`config.mk`:
```
export PLATFORM = sky130hd
export DESIGN_NAME = kbdtoreg
export DESIGN_NICKNAME = d
export VERILOG_FILES = /design/src/rtl/kbdtoreg_pkg.sv /design/src/rtl/kbdtoreg_ps2_rx.sv /design/src/rtl/kbdtoreg.sv
export SDC_FILE = /design/constraint.sdc
export NUM_CORES = 1
export LEC_CHECK = 0
export ABC_AREA = 1
export ABC_CLOCK_PERIOD_IN_PS = 2400
export BUFFER_PORTS_ARGS = -buffer_cell sky130_fd_sc_hd__buf_2
export CAP_MARGIN = 20
export CORE_UTILIZATION = 25
export DETAILED_ROUTE_END_ITERATION = 6
export PLACE_DENSITY = 0.38
export SETUP_SLACK_MARGIN = 0.02
export SYNTH_ARGS = -nofsm -noshare
export SYNTH_HDL_FRONTEND = slang
export SYNTH_SLANG_ARGS = --single-unit
export TNS_END_PERCENT = 100
```
`constraint.sdc`:
```
create_clock -name clk -period 2.4 [get_ports clk]
set_clock_uncertainty 0.15 [all_clocks]
set_input_delay 0.72 -clock clk [delete_from_list [all_inputs] [get_ports clk]]
set_output_delay 0.72 -clock clk [all_outputs]
set_load 0.01 [all_outputs]
```
`src/rtl/kbdtoreg_pkg.sv`:
```
// Shared PS/2 definitions: scancodes, receiver FSM encoding and a
// number-row make-code to digit lookup.
package kbdtoreg_pkg;

  typedef enum logic [1:0] {
    IDLE   = 2'd0,
    DATA   = 2'd1,
    PARITY = 2'd2,
    STOP   = 2'd3
  } rx_state_t;

  localparam logic [7:0] SC_BREAK = 8'hF0;
  localparam logic [7:0] SC_EXT   = 8'hE0;

  localparam logic [7:0] SC_0 = 8'h45;
  localparam logic [7:0] SC_1 = 8'h16;
  localparam logic [7:0] SC_2 = 8'h1E;
  localparam logic [7:0] SC_3 = 8'h26;
  localparam logic [7:0] SC_4 = 8'h25;
  localparam logic [7:0] SC_5 = 8'h2E;
  localparam logic [7:0] SC_6 = 8'h36;
  localparam logic [7:0] SC_7 = 8'h3D;
  localparam logic [7:0] SC_8 = 8'h3E;
  localparam logic [7:0] SC_9 = 8'h46;

  // Returns {hit, value}; hit is 0 for anything that is not a number-row key.
  function automatic logic [4:0] scan_to_digit(input logic [7:0] code);
    logic [4:0] r;
    case (code)
      SC_0:    r = {1'b1, 4'd0};
      SC_1:    r = {1'b1, 4'd1};
      SC_2:    r = {1'b1, 4'd2};
      SC_3:    r = {1'b1, 4'd3};
      SC_4:    r = {1'b1, 4'd4};
      SC_5:    r = {1'b1, 4'd5};
      SC_6:    r = {1'b1, 4'd6};
      SC_7:    r = {1'b1, 4'd7};
      SC_8:    r = {1'b1, 4'd8};
      SC_9:    r = {1'b1, 4'd9};
      default: r = 5'd0;
    endcase
    return r;
  endfunction

endpackage

```
`src/rtl/kbdtoreg_ps2_rx.sv`:
```
// PS/2 device-to-host frame receiver: synchronisers, falling-edge detect,
// framing FSM with odd-parity check and an inactivity timeout.
module ps2_rx
  import kbdtoreg_pkg::*;
#(
  parameter int TIMEOUT = 50000
) (
  input  logic       clk,
  input  logic       reset,
  input  logic       ps2clk,
  input  logic       ps2data,
  output logic [7:0] data,
  output logic       data_valid,
  output logic       frame_err
);

  localparam logic [15:0] TMO_LAST = 16'(TIMEOUT - 1);

  logic [1:0] raw_bits;
  logic [1:0] sync_bits;

  assign raw_bits = {ps2data, ps2clk};

  // Both lines idle high, so the synchronisers reset to 1.
  generate
    for (genvar gi = 0; gi < 2; gi++) begin : g_sync
      logic s0_reg;
      logic s1_reg;
      always_ff @(posedge clk or posedge reset) begin
        if (reset) begin
          s0_reg <= 1'b1;
          s1_reg <= 1'b1;
        end else begin
          s0_reg <= raw_bits[gi];
          s1_reg <= s0_reg;
        end
      end
      assign sync_bits[gi] = s1_reg;
    end
  endgenerate

  logic      clk_prev_reg;
  logic      fall;
  logic      bit_in;
  rx_state_t state_reg;
  logic [2:0]  cnt_reg;
  logic [7:0]  shift_reg;
  logic        par_reg;
  logic [15:0] tmo_reg;
  logic [7:0]  data_reg;
  logic        data_valid_reg;
  logic        frame_err_reg;

  assign fall   = clk_prev_reg & ~sync_bits[0];
  assign bit_in = sync_bits[1];

  always_ff @(posedge clk or posedge reset) begin
    if (reset) begin
      clk_prev_reg   <= 1'b1;
      state_reg      <= IDLE;
      cnt_reg        <= 3'd0;
      shift_reg      <= 8'd0;
      par_reg        <= 1'b0;
      tmo_reg        <= 16'd0;
      data_reg       <= 8'd0;
      data_valid_reg <= 1'b0;
      frame_err_reg  <= 1'b0;
    end else begin
      clk_prev_reg   <= sync_bits[0];
      data_valid_reg <= 1'b0;
      frame_err_reg  <= 1'b0;

      // Abandon a stalled partial frame; the byte is simply dropped.
      if (fall) begin
        tmo_reg <= 16'd0;
      end else if (state_reg != IDLE) begin
        if (tmo_reg == TMO_LAST) begin
          state_reg <= IDLE;
          tmo_reg   <= 16'd0;
        end else begin
          tmo_reg <= tmo_reg + 16'd1;
        end
      end

      if (fall) begin
        case (state_reg)
          IDLE: begin
            if (!bit_in) begin
              state_reg <= DATA;
              cnt_reg   <= 3'd0;
            end
          end
          DATA: begin
            shift_reg <= {bit_in, shift_reg[7:1]};
            cnt_reg   <= cnt_reg + 3'd1;
            if (cnt_reg == 3'd7) state_reg <= PARITY;
          end
          PARITY: begin
            par_reg   <= bit_in;
            state_reg <= STOP;
          end
          STOP: begin
            state_reg <= IDLE;
            if (bit_in && (^{shift_reg, par_reg})) begin
              data_reg       <= shift_reg;
              data_valid_reg <= 1'b1;
            end else begin
              frame_err_reg <= 1'b1;
            end
          end
          default: state_reg <= IDLE;
        endcase
      end
    end
  end

  assign data       = data_reg;
  assign data_valid = data_valid_reg;
  assign frame_err  = frame_err_reg;

endmodule

```
`src/rtl/kbdtoreg.sv`:
```
// PS/2 keyboard to CPU digit input: break filtering, number-row decode and a
// single-entry holding register with sticky error reporting.
module kbdtoreg
  import kbdtoreg_pkg::*;
#(
  parameter int TIMEOUT = 50000
) (
  input  logic       clk,
  input  logic       reset,
  input  logic       ps2clk,
  input  logic       ps2data,
  input  logic       rd,
  output logic [7:0] s,
  output logic       valid,
  output logic       err
);

  logic [7:0] rx_data;
  logic       rx_valid;
  logic       rx_err;

  ps2_rx #(.TIMEOUT(TIMEOUT)) u_rx (
    .clk        (clk),
    .reset      (reset),
    .ps2clk     (ps2clk),
    .ps2data    (ps2data),
    .data       (rx_data),
    .data_valid (rx_valid),
    .frame_err  (rx_err)
  );

  logic       brk_reg;
  logic [7:0] s_reg;
  logic       valid_reg;
  logic       err_reg;
  logic [4:0] dec;
  logic       digit_ev;
  logic       overflow;

  assign dec = scan_to_digit(rx_data);

  // A byte following F0 is the release of a key and never becomes a digit.
  assign digit_ev = rx_valid && !brk_reg && (rx_data != SC_BREAK) &&
                    (rx_data != SC_EXT) && dec[4];
  assign overflow = digit_ev && valid_reg && !rd;

  always_ff @(posedge clk or posedge reset) begin
    if (reset) begin
      brk_reg   <= 1'b0;
      s_reg     <= 8'd0;
      valid_reg <= 1'b0;
      err_reg   <= 1'b0;
    end else begin
      if (rx_valid) begin
        if (rx_data == SC_BREAK) brk_reg <= 1'b1;
        else if (brk_reg)        brk_reg <= 1'b0;
      end

      // A read in the same cycle frees the slot for the arriving digit.
      if (digit_ev && (!valid_reg || rd)) begin
        s_reg     <= {4'd0, dec[3:0]};
        valid_reg <= 1'b1;
      end else if (rd) begin
        valid_reg <= 1'b0;
      end

      if (rx_err || overflow) err_reg <= 1'b1;
      else if (rd)            err_reg <= 1'b0;
    end
  end

  assign s     = s_reg;
  assign valid = valid_reg;
  assign err   = err_reg;

endmodule

```
==> impl_metrics.xml, run 1 <==
<?xml version="1.0" encoding="UTF-8"?>
<metrics>
  <group name="yosys">
    <metric name="gate_count_after_technology_mapping" unit="">371</metric>
    <metric name="synth_edf_count" unit="">0</metric>
    <metric name="yosys.area_share.simple" unit="%">38.0</metric>
    <metric name="synthDistinctLibCells" unit="">37</metric>
    <metric name="synthesis.area" unit="um2">2890</metric>
    <metric name="synth_area_per_inst" unit="um2">7.80</metric>
    <metric name="ys_ff_latch" unit="">52</metric>
    <metric name="yosys.area_share.xor_xnor" unit="%">2.42</metric>
    <metric name="synth_fa_ha_area_share" unit="%">1.30</metric>
    <metric name="main_combinational_cell_family_by_area_after_synthesis" unit="">simple AND/OR/NAND/NOR gates</metric>
    <metric name="yosys_most_used_dff" unit="">sky130_fd_sc_hd__dfrtp_1</metric>
    <metric name="proportion_of_synthesized_area_in_mux_cells" unit="%">0.389</metric>
    <metric name="yosys_warnings" unit="">0</metric>
    <metric name="async_flop_share" unit="%">100</metric>
    <metric name="synth.yosys.seq_area_share" unit="%">45.2</metric>
    <metric name="synth_compound_area_share" unit="%">4.84</metric>
  </group>
  <group name="finish">
    <metric name="fillers" unit="">1179</metric>
    <metric name="final_common_cell" unit="">sky130_fd_sc_hd__nand2_1</metric>
    <metric name="fin_nets" unit="">395</metric>
    <metric name="mostFrequentLayoutCells" unit="">120 x sky130_fd_sc_hd__nand2_1, 47 x sky130_fd_sc_hd__dfrtp_1, 45 x sky130_fd_sc_hd__inv_1</metric>
    <metric name="antenna_cells_inserted" unit="">0</metric>
    <metric name="largest_reg_flops" unit="">16</metric>
    <metric name="final-instance-count-excl-fill" unit="">528</metric>
    <metric name="area_delta_synth_final" unit="%">12.9</metric>
    <metric name="drive_gt1_share" unit="%">14.4</metric>
  </group>
  <group name="pwr">
    <metric name="power_density_of_the_placed_cells" unit="nW/um2">805</metric>
    <metric name="power_leakage" unit="nW">1.60</metric>
    <metric name="finalPower" unit="mW">2.63</metric>
    <metric name="peakVddDrop" unit="mV">0.300</metric>
  </group>
  <group name="timing">
    <metric name="final-setup-viol-count" unit="">0</metric>
    <metric name="fin_setup_tns" unit="ns">0</metric>
    <metric name="finalMaxSlewViolations" unit="">0</metric>
    <metric name="finalCritPeriodShare" unit="%">74.7</metric>
    <metric name="finalHoldViolations" unit="">0</metric>
    <metric name="grt_setup_unrepaired" unit="">no</metric>
    <metric name="final_period_minus_worst_setup_slack" unit="ns">1.79</metric>
    <metric name="fmax" unit="MHz">558</metric>
  </group>
  <group name="die">
    <metric name="die_y" unit="um">110</metric>
    <metric name="floorplan.core_area" unit="um2">11100</metric>
    <metric name="floorplan.die_area" unit="um2">12000</metric>
    <metric name="num_io_pins" unit="">15</metric>
    <metric name="initial_utilization" unit="%">26.1</metric>
    <metric name="core.rowCount" unit="">38</metric>
    <metric name="die_width" unit="um">110</metric>
  </group>
  <group name="global_routing">
    <metric name="gr-usage-met1" unit="%">16.1</metric>
    <metric name="antenna_found_initial" unit="">0</metric>
    <metric name="first_pass_grt_wire_length" unit="um">10500</metric>
    <metric name="maximum_number_of_pins_on_one_net_before_global_route_repair" unit="">21</metric>
    <metric name="globalRouteOverflowTotal" unit="">0</metric>
    <metric name="gr-usage-met2" unit="%">17.2</metric>
    <metric name="first_global_vias" unit="">2206</metric>
    <metric name="track_usage" unit="%">11.5</metric>
    <metric name="top_usage_layer" unit="">met2</metric>
    <metric name="use_met3" unit="%">2.67</metric>
  </group>
  <group name="cts">
    <metric name="holdBufCountCts" unit="">0</metric>
    <metric name="cts_buffers" unit="">5</metric>
    <metric name="cts.root.buffer_cell" unit="">sky130_fd_sc_hd__clkbuf_16</metric>
    <metric name="cts_tree" unit="">done</metric>
    <metric name="numClockSinks" unit="">52</metric>
    <metric name="postCtsResizedCells" unit="">0</metric>
    <metric name="cts_buffer_depth" unit="">2</metric>
    <metric name="clk_latency" unit="ns">0.29</metric>
    <metric name="cts.reportedPaths.clkPinSlew" unit="ns">0.07</metric>
    <metric name="htree_levels" unit="">2</metric>
    <metric name="post_cts_setup_repair_bufs" unit="">0</metric>
  </group>
  <group name="hold_path">
    <metric name="holdCritPathClass" unit="">flop to flop</metric>
  </group>
  <group name="setup_path">
    <metric name="timing.setup.critical_path_class" unit="">flop to flop</metric>
    <metric name="arrival" unit="ns">1.84</metric>
    <metric name="worstPathMaxFanout" unit="">4</metric>
    <metric name="setup.reg_to_reg.worst_slack" unit="ns">0.61</metric>
    <metric name="cp_data_required_time" unit="ns">2.44</metric>
    <metric name="worstSetupEndpointType" unit="">flop</metric>
    <metric name="critical_path.startpoint_type" unit="">flop</metric>
  </group>
  <group name="status">
    <metric name="run_status" unit="">finished, final reports clean</metric>
  </group>
  <group name="placement">
    <metric name="port-buffer-count" unit="">10</metric>
    <metric name="placed_cells_incl_taps" unit="">520</metric>
    <metric name="dp.final_hpwl" unit="um">4650</metric>
    <metric name="place.gp.congestion" unit="">0.722</metric>
  </group>
  <group name="routing">
    <metric name="viasPerCell" unit="">4.34</metric>
    <metric name="ant_nets" unit="">0</metric>
    <metric name="drtIter0Drc" unit="">131</metric>
    <metric name="detailedRoute.firstPassIterationCount" unit="">4</metric>
    <metric name="detail_route.drc_violations" unit="">0</metric>
    <metric name="routedWlPerCell" unit="um">11.6</metric>
    <metric name="via_count" unit="">2292</metric>
    <metric name="drt-total-wl" unit="um">6100</metric>
  </group>
  <group name="job">
    <metric name="maxCapViolations" unit="">0</metric>
  </group>
</metrics>
worst paths after layout:
check,start,endpoint,cells past startpoint
worst min-delay path,u_rx.g_sync[1].s0_reg$_DFF_PP1_,u_rx.bit_in$_DFF_PP1_,0
min in group asynchronous,reset,u_rx.tmo_reg[9]$_DFFE_PP0P_,2
worst min register to register,u_rx.g_sync[1].s0_reg$_DFF_PP1_,u_rx.bit_in$_DFF_PP1_,0
max in group asynchronous,reset,u_rx.data[2]$_DFFE_PP0P_,3
worst max-delay path,u_rx.tmo_reg[0]$_DFFE_PP0P_,u_rx.tmo_reg[0]$_DFFE_PP0P_,8
worst max register to register,u_rx.tmo_reg[0]$_DFFE_PP0P_,u_rx.tmo_reg[0]$_DFFE_PP0P_,8
logic make-up (layout without fill, tap and decap cells):
group / Yosys count / after routing
other: 1 / 4
buffers and inverters: 55 / 69
and+or+nand+nor: 224 / 224
adders and majority gates: 3 / 3
AOI/OAI and AO/OA: 27 / 27
muxes: 1 / 1
xor gates and xnor gates: 8 / 8
DFF: 52 / 52
report_power, final:
group / total, mW / switching (mW) / internal (mW)
clock network: 0.731 / 0.319 / 0.412
registers: 1.16 / 0.156 / 1.00
logic: 0.744 / 0.489 / 0.255
worst max-delay path, cell delays in order (launching register included):
cell                      delay, ns
sky130_fd_sc_hd__dfrtp_1       0.41
sky130_fd_sc_hd__ha_1          0.22
sky130_fd_sc_hd__nand2_1       0.10
sky130_fd_sc_hd__nor2_2        0.06
sky130_fd_sc_hd__inv_1         0.05
sky130_fd_sc_hd__nor2_1        0.05
sky130_fd_sc_hd__a21oi_1       0.30
sky130_fd_sc_hd__nand2_1       0.14
sky130_fd_sc_hd__o21ai_0       0.22
Yosys cell counts (6+ instances only):
master / instances / share of area, %
sky130_fd_sc_hd__a21oi_1: 7 / 1.2
sky130_fd_sc_hd__dfrtp_1: 47 / 41
sky130_fd_sc_hd__inv_1: 46 / 6.0
sky130_fd_sc_hd__nand2_1: 120 / 16
sky130_fd_sc_hd__nand3_1: 21 / 3.6
sky130_fd_sc_hd__nand4_1: 18 / 3.9
sky130_fd_sc_hd__nor2_1: 30 / 3.9
sky130_fd_sc_hd__nor2_2: 6 / 1.3
sky130_fd_sc_hd__nor3_1: 7 / 1.2
sky130_fd_sc_hd__o21ai_0: 10 / 1.7
sky130_fd_sc_hd__o21ai_1: 7 / 1.2
sky130_fd_sc_hd__xor2_1: 6 / 1.8
through the flow:
stage / cell area, um2 / hold WS (ns) / utilization (%) / setup slack, ns
2_1_floorplan: 2900 / 0.195 / - / 0.280
3_3_place_gp: 3120 / 0.197 / 28.1 / 0.682
3_5_place_dp: 3120 / 0.198 / 28.1 / 0.649
4_1_cts: 3270 / 0.207 / 29.5 / 0.631
5_1_grt: 3270 / 0.210 / 29.5 / 0.472
6_report: 3270 / 0.207 / 29.5 / 0.607
final cells by class:
| type | count | area [um2] | area share, % |
|---|---|---|---|
| multi-input combinational | 267 | 1370 | 42.0 |
| sequential | 52 | 1310 | 40.0 |
| inverter | 49 | 185 | 5.67 |
| tap | 140 | 175 | 5.36 |
| clock buffer | 6 | 139 | 4.25 |
| timing repair buffer | 12 | 77.6 | 2.37 |
| clock inverter | 2 | 10.0 | 0.306 |
per-layer routing:
layer,vias up,wire (um)
li1,1204,-
met1,1058,3270
met2,26,2600
met3,4,159
met4,0,69
met5,-,0
(Power assumes the default switching activity.)
==> run 2, diff against run 1 <==
- ABC_CLOCK_PERIOD_IN_PS: 2400 -> 1900
- clock period: 2.4 -> 1.9 ns (I/O delays scaled with it)
==> run 2 against run 1 <==
Against the previous run: critical endpoint is now u_rx.tmo_reg[10]$_DFFE_PP0P_; largest cell class unchanged; power is 26% higher; critical path type unchanged; highest routed layer unchanged; critical path depth rose by 2; final cell count increased by 0.19%.
==> impl_metrics.xml, run 2 (synthesis results as in run 1) <==
<?xml version="1.0" encoding="UTF-8"?>
<metrics>
  <group name="global_routing">
    <metric name="antenna_found_initial" unit="">0</metric>
    <metric name="use_met3" unit="%">2.67</metric>
    <metric name="gr-usage-met2" unit="%">18.1</metric>
    <metric name="track_usage" unit="%">11.8</metric>
    <metric name="first_global_vias" unit="">2296</metric>
    <metric name="maximum_number_of_pins_on_one_net_before_global_route_repair" unit="">32</metric>
    <metric name="globalRouteOverflowTotal" unit="">0</metric>
    <metric name="top_usage_layer" unit="">met2</metric>
    <metric name="first_pass_grt_wire_length" unit="um">10900</metric>
    <metric name="gr-usage-met1" unit="%">16.2</metric>
  </group>
  <group name="setup_path">
    <metric name="reg2reg_depth" unit="">10</metric>
    <metric name="cp_data_required_time" unit="ns">1.93</metric>
    <metric name="reg2reg_from" unit="">u_rx.tmo_reg[0]$_DFFE_PP0P_</metric>
    <metric name="worstSetupEndpointType" unit="">flop</metric>
    <metric name="timing.setup.critical_path_class" unit="">flop to flop</metric>
    <metric name="arrival" unit="ns">1.74</metric>
    <metric name="critical_path.reg2reg.endpoint" unit="">u_rx.tmo_reg[10]$_DFFE_PP0P_</metric>
    <metric name="setup.reg_to_reg.worst_slack" unit="ns">0.19</metric>
    <metric name="critPathLaunch" unit="">u_rx.tmo_reg[0]$_DFFE_PP0P_</metric>
    <metric name="crit_end" unit="">u_rx.tmo_reg[10]$_DFFE_PP0P_</metric>
    <metric name="critical_path.startpoint_type" unit="">flop</metric>
    <metric name="worstPathMaxFanout" unit="">10</metric>
  </group>
  <group name="finish">
    <metric name="largest_reg_flops" unit="">16</metric>
    <metric name="antenna_cells_inserted" unit="">0</metric>
    <metric name="area_delta_synth_final" unit="%">13.4</metric>
    <metric name="final_cell_area" unit="um2">3280</metric>
    <metric name="fin_nets" unit="">396</metric>
    <metric name="final_common_cell" unit="">sky130_fd_sc_hd__nand2_1</metric>
    <metric name="final-instance-count-excl-fill" unit="">529</metric>
    <metric name="drive_gt1_share" unit="%">14.4</metric>
    <metric name="mostFrequentLayoutCells" unit="">120 x sky130_fd_sc_hd__nand2_1, 47 x sky130_fd_sc_hd__dfrtp_1, 45 x sky130_fd_sc_hd__inv_1</metric>
  </group>
  <group name="timing">
    <metric name="final-setup-viol-count" unit="">0</metric>
    <metric name="finalCritPeriodShare" unit="%">90.0</metric>
    <metric name="finalMaxSlewViolations" unit="">0</metric>
    <metric name="final_period_minus_worst_setup_slack" unit="ns">1.71</metric>
    <metric name="timing.hold.ws" unit="ns">0.0527</metric>
    <metric name="fmax" unit="MHz">585</metric>
    <metric name="finalHoldViolations" unit="">0</metric>
    <metric name="grt_setup_unrepaired" unit="">yes</metric>
  </group>
  <group name="cts">
    <metric name="htree_levels" unit="">2</metric>
    <metric name="cts_tree" unit="">done</metric>
    <metric name="holdBufCountCts" unit="">0</metric>
    <metric name="clk_latency" unit="ns">0.29</metric>
    <metric name="post_cts_setup_repair_bufs" unit="">0</metric>
    <metric name="numClockSinks" unit="">52</metric>
    <metric name="cts_buffers" unit="">5</metric>
    <metric name="cts.reportedPaths.clkPinSlew" unit="ns">0.07</metric>
    <metric name="cts_buffer_depth" unit="">2</metric>
    <metric name="cts.root.buffer_cell" unit="">sky130_fd_sc_hd__clkbuf_16</metric>
    <metric name="postCtsResizedCells" unit="">0</metric>
  </group>
  <group name="die">
    <metric name="initial_utilization" unit="%">26.1</metric>
    <metric name="num_io_pins" unit="">15</metric>
    <metric name="floorplan.core_area" unit="um2">11100</metric>
    <metric name="die_width" unit="um">110</metric>
    <metric name="floorplan.die_area" unit="um2">12000</metric>
    <metric name="core.rowCount" unit="">38</metric>
    <metric name="die_y" unit="um">110</metric>
  </group>
  <group name="routing">
    <metric name="ant_nets" unit="">0</metric>
    <metric name="via_count" unit="">2263</metric>
    <metric name="routedWlPerCell" unit="um">11.5</metric>
    <metric name="detail_route.drc_violations" unit="">0</metric>
    <metric name="drtIter0Drc" unit="">75</metric>
    <metric name="viasPerCell" unit="">4.28</metric>
    <metric name="drt-total-wl" unit="um">6070</metric>
    <metric name="detailedRoute.firstPassIterationCount" unit="">4</metric>
  </group>
  <group name="hold_path">
    <metric name="holdCritPathClass" unit="">input port to asynchronous set/reset pin</metric>
  </group>
  <group name="job">
    <metric name="maxCapViolations" unit="">0</metric>
  </group>
  <group name="pwr">
    <metric name="peakVddDrop" unit="mV">0.513</metric>
    <metric name="power_density_of_the_placed_cells" unit="nW/um2">1010</metric>
    <metric name="power_leakage" unit="nW">1.60</metric>
  </group>
  <group name="placement">
    <metric name="place.gp.congestion" unit="">0.802</metric>
    <metric name="postPlaceCellArea" unit="um2">3130</metric>
    <metric name="port-buffer-count" unit="">10</metric>
    <metric name="placed_cells_incl_taps" unit="">521</metric>
    <metric name="dp.final_hpwl" unit="um">4560</metric>
  </group>
  <group name="status">
    <metric name="run_status" unit="">finished, final reports clean</metric>
  </group>
</metrics>
==> run 2: per-layer routing <==
metal / routed length (um) / part of all wire [%]
met1: 3220 / 53
met3: 162 / 2.7
met4: 85 / 1.4
met2: 2600 / 43
met5: 0 / 0
==> run 2: power by group <==
| group | leakage, nW | switching (mW) | internal, mW |
|---|---|---|---|
| clock network | 0.0712 | 0.402 | 0.527 |
| logic | 0.835 | 0.613 | 0.325 |
| registers | 0.690 | 0.195 | 1.26 |
| total | 1.60 | 1.21 | 2.12 |
==> run 2: worst max-delay path, cell delays in order, from the launching register on <==
cell and delay, ns:
sky130_fd_sc_hd__dfrtp_1 0.38, sky130_fd_sc_hd__ha_1 0.18, sky130_fd_sc_hd__nand2_1 0.08, sky130_fd_sc_hd__nor2_2 0.15, sky130_fd_sc_hd__inv_1 0.06, sky130_fd_sc_hd__nor2_1 0.16
sky130_fd_sc_hd__nand2_1 0.07, sky130_fd_sc_hd__nand2_1 0.10, sky130_fd_sc_hd__nand2_2 0.09, sky130_fd_sc_hd__inv_4 0.12, sky130_fd_sc_hd__nor2_1 0.06
==> run 2: area by class of cell <==
class                           count  area (um2)
Sequential cell                    52        1310
Inverter                           49         190
Timing Repair Buffer               13        85.1
Fill cell                        1184        7800
Tap cell                          140         175
Clock buffer                        8         146
Multi-Input combinational cell    267        1380
==> run 2: how the worst min path moves through the flow <==
stage                                     from                          end  slack (ns)  depth (start not counted)
2_1_floorplan  u_rx.g_sync[1].s0_reg$_DFF_PP1_        u_rx.bit_in$_DFF_PP1_        0.20                          0
3_3_place_gp   u_rx.g_sync[1].s0_reg$_DFF_PP1_        u_rx.bit_in$_DFF_PP1_        0.20                          0
3_5_place_dp   u_rx.g_sync[1].s0_reg$_DFF_PP1_        u_rx.bit_in$_DFF_PP1_        0.20                          0
4_1_cts                                  reset  u_rx.cnt_reg[0]$_DFFE_PP0P_        0.05                          2
5_1_grt                                  reset  u_rx.cnt_reg[0]$_DFFE_PP0P_        0.05                          2
6_report                                 reset  u_rx.cnt_reg[0]$_DFFE_PP0P_        0.05                          2
==> run 2: metrics by stage <==
stage	worst slack [ns]	TNS, ns	utilization, %	power [mW]
final	0.190	0	29.6	3.33
after global routing	-0.0358	-0.0736	29.6	3.61
after detailed placement	0.169	0	28.2	2.44
after floorplan	0.358	0	-	2.20
after global placement	0.210	0	28.2	2.42
after CTS	0.162	0	29.6	3.40
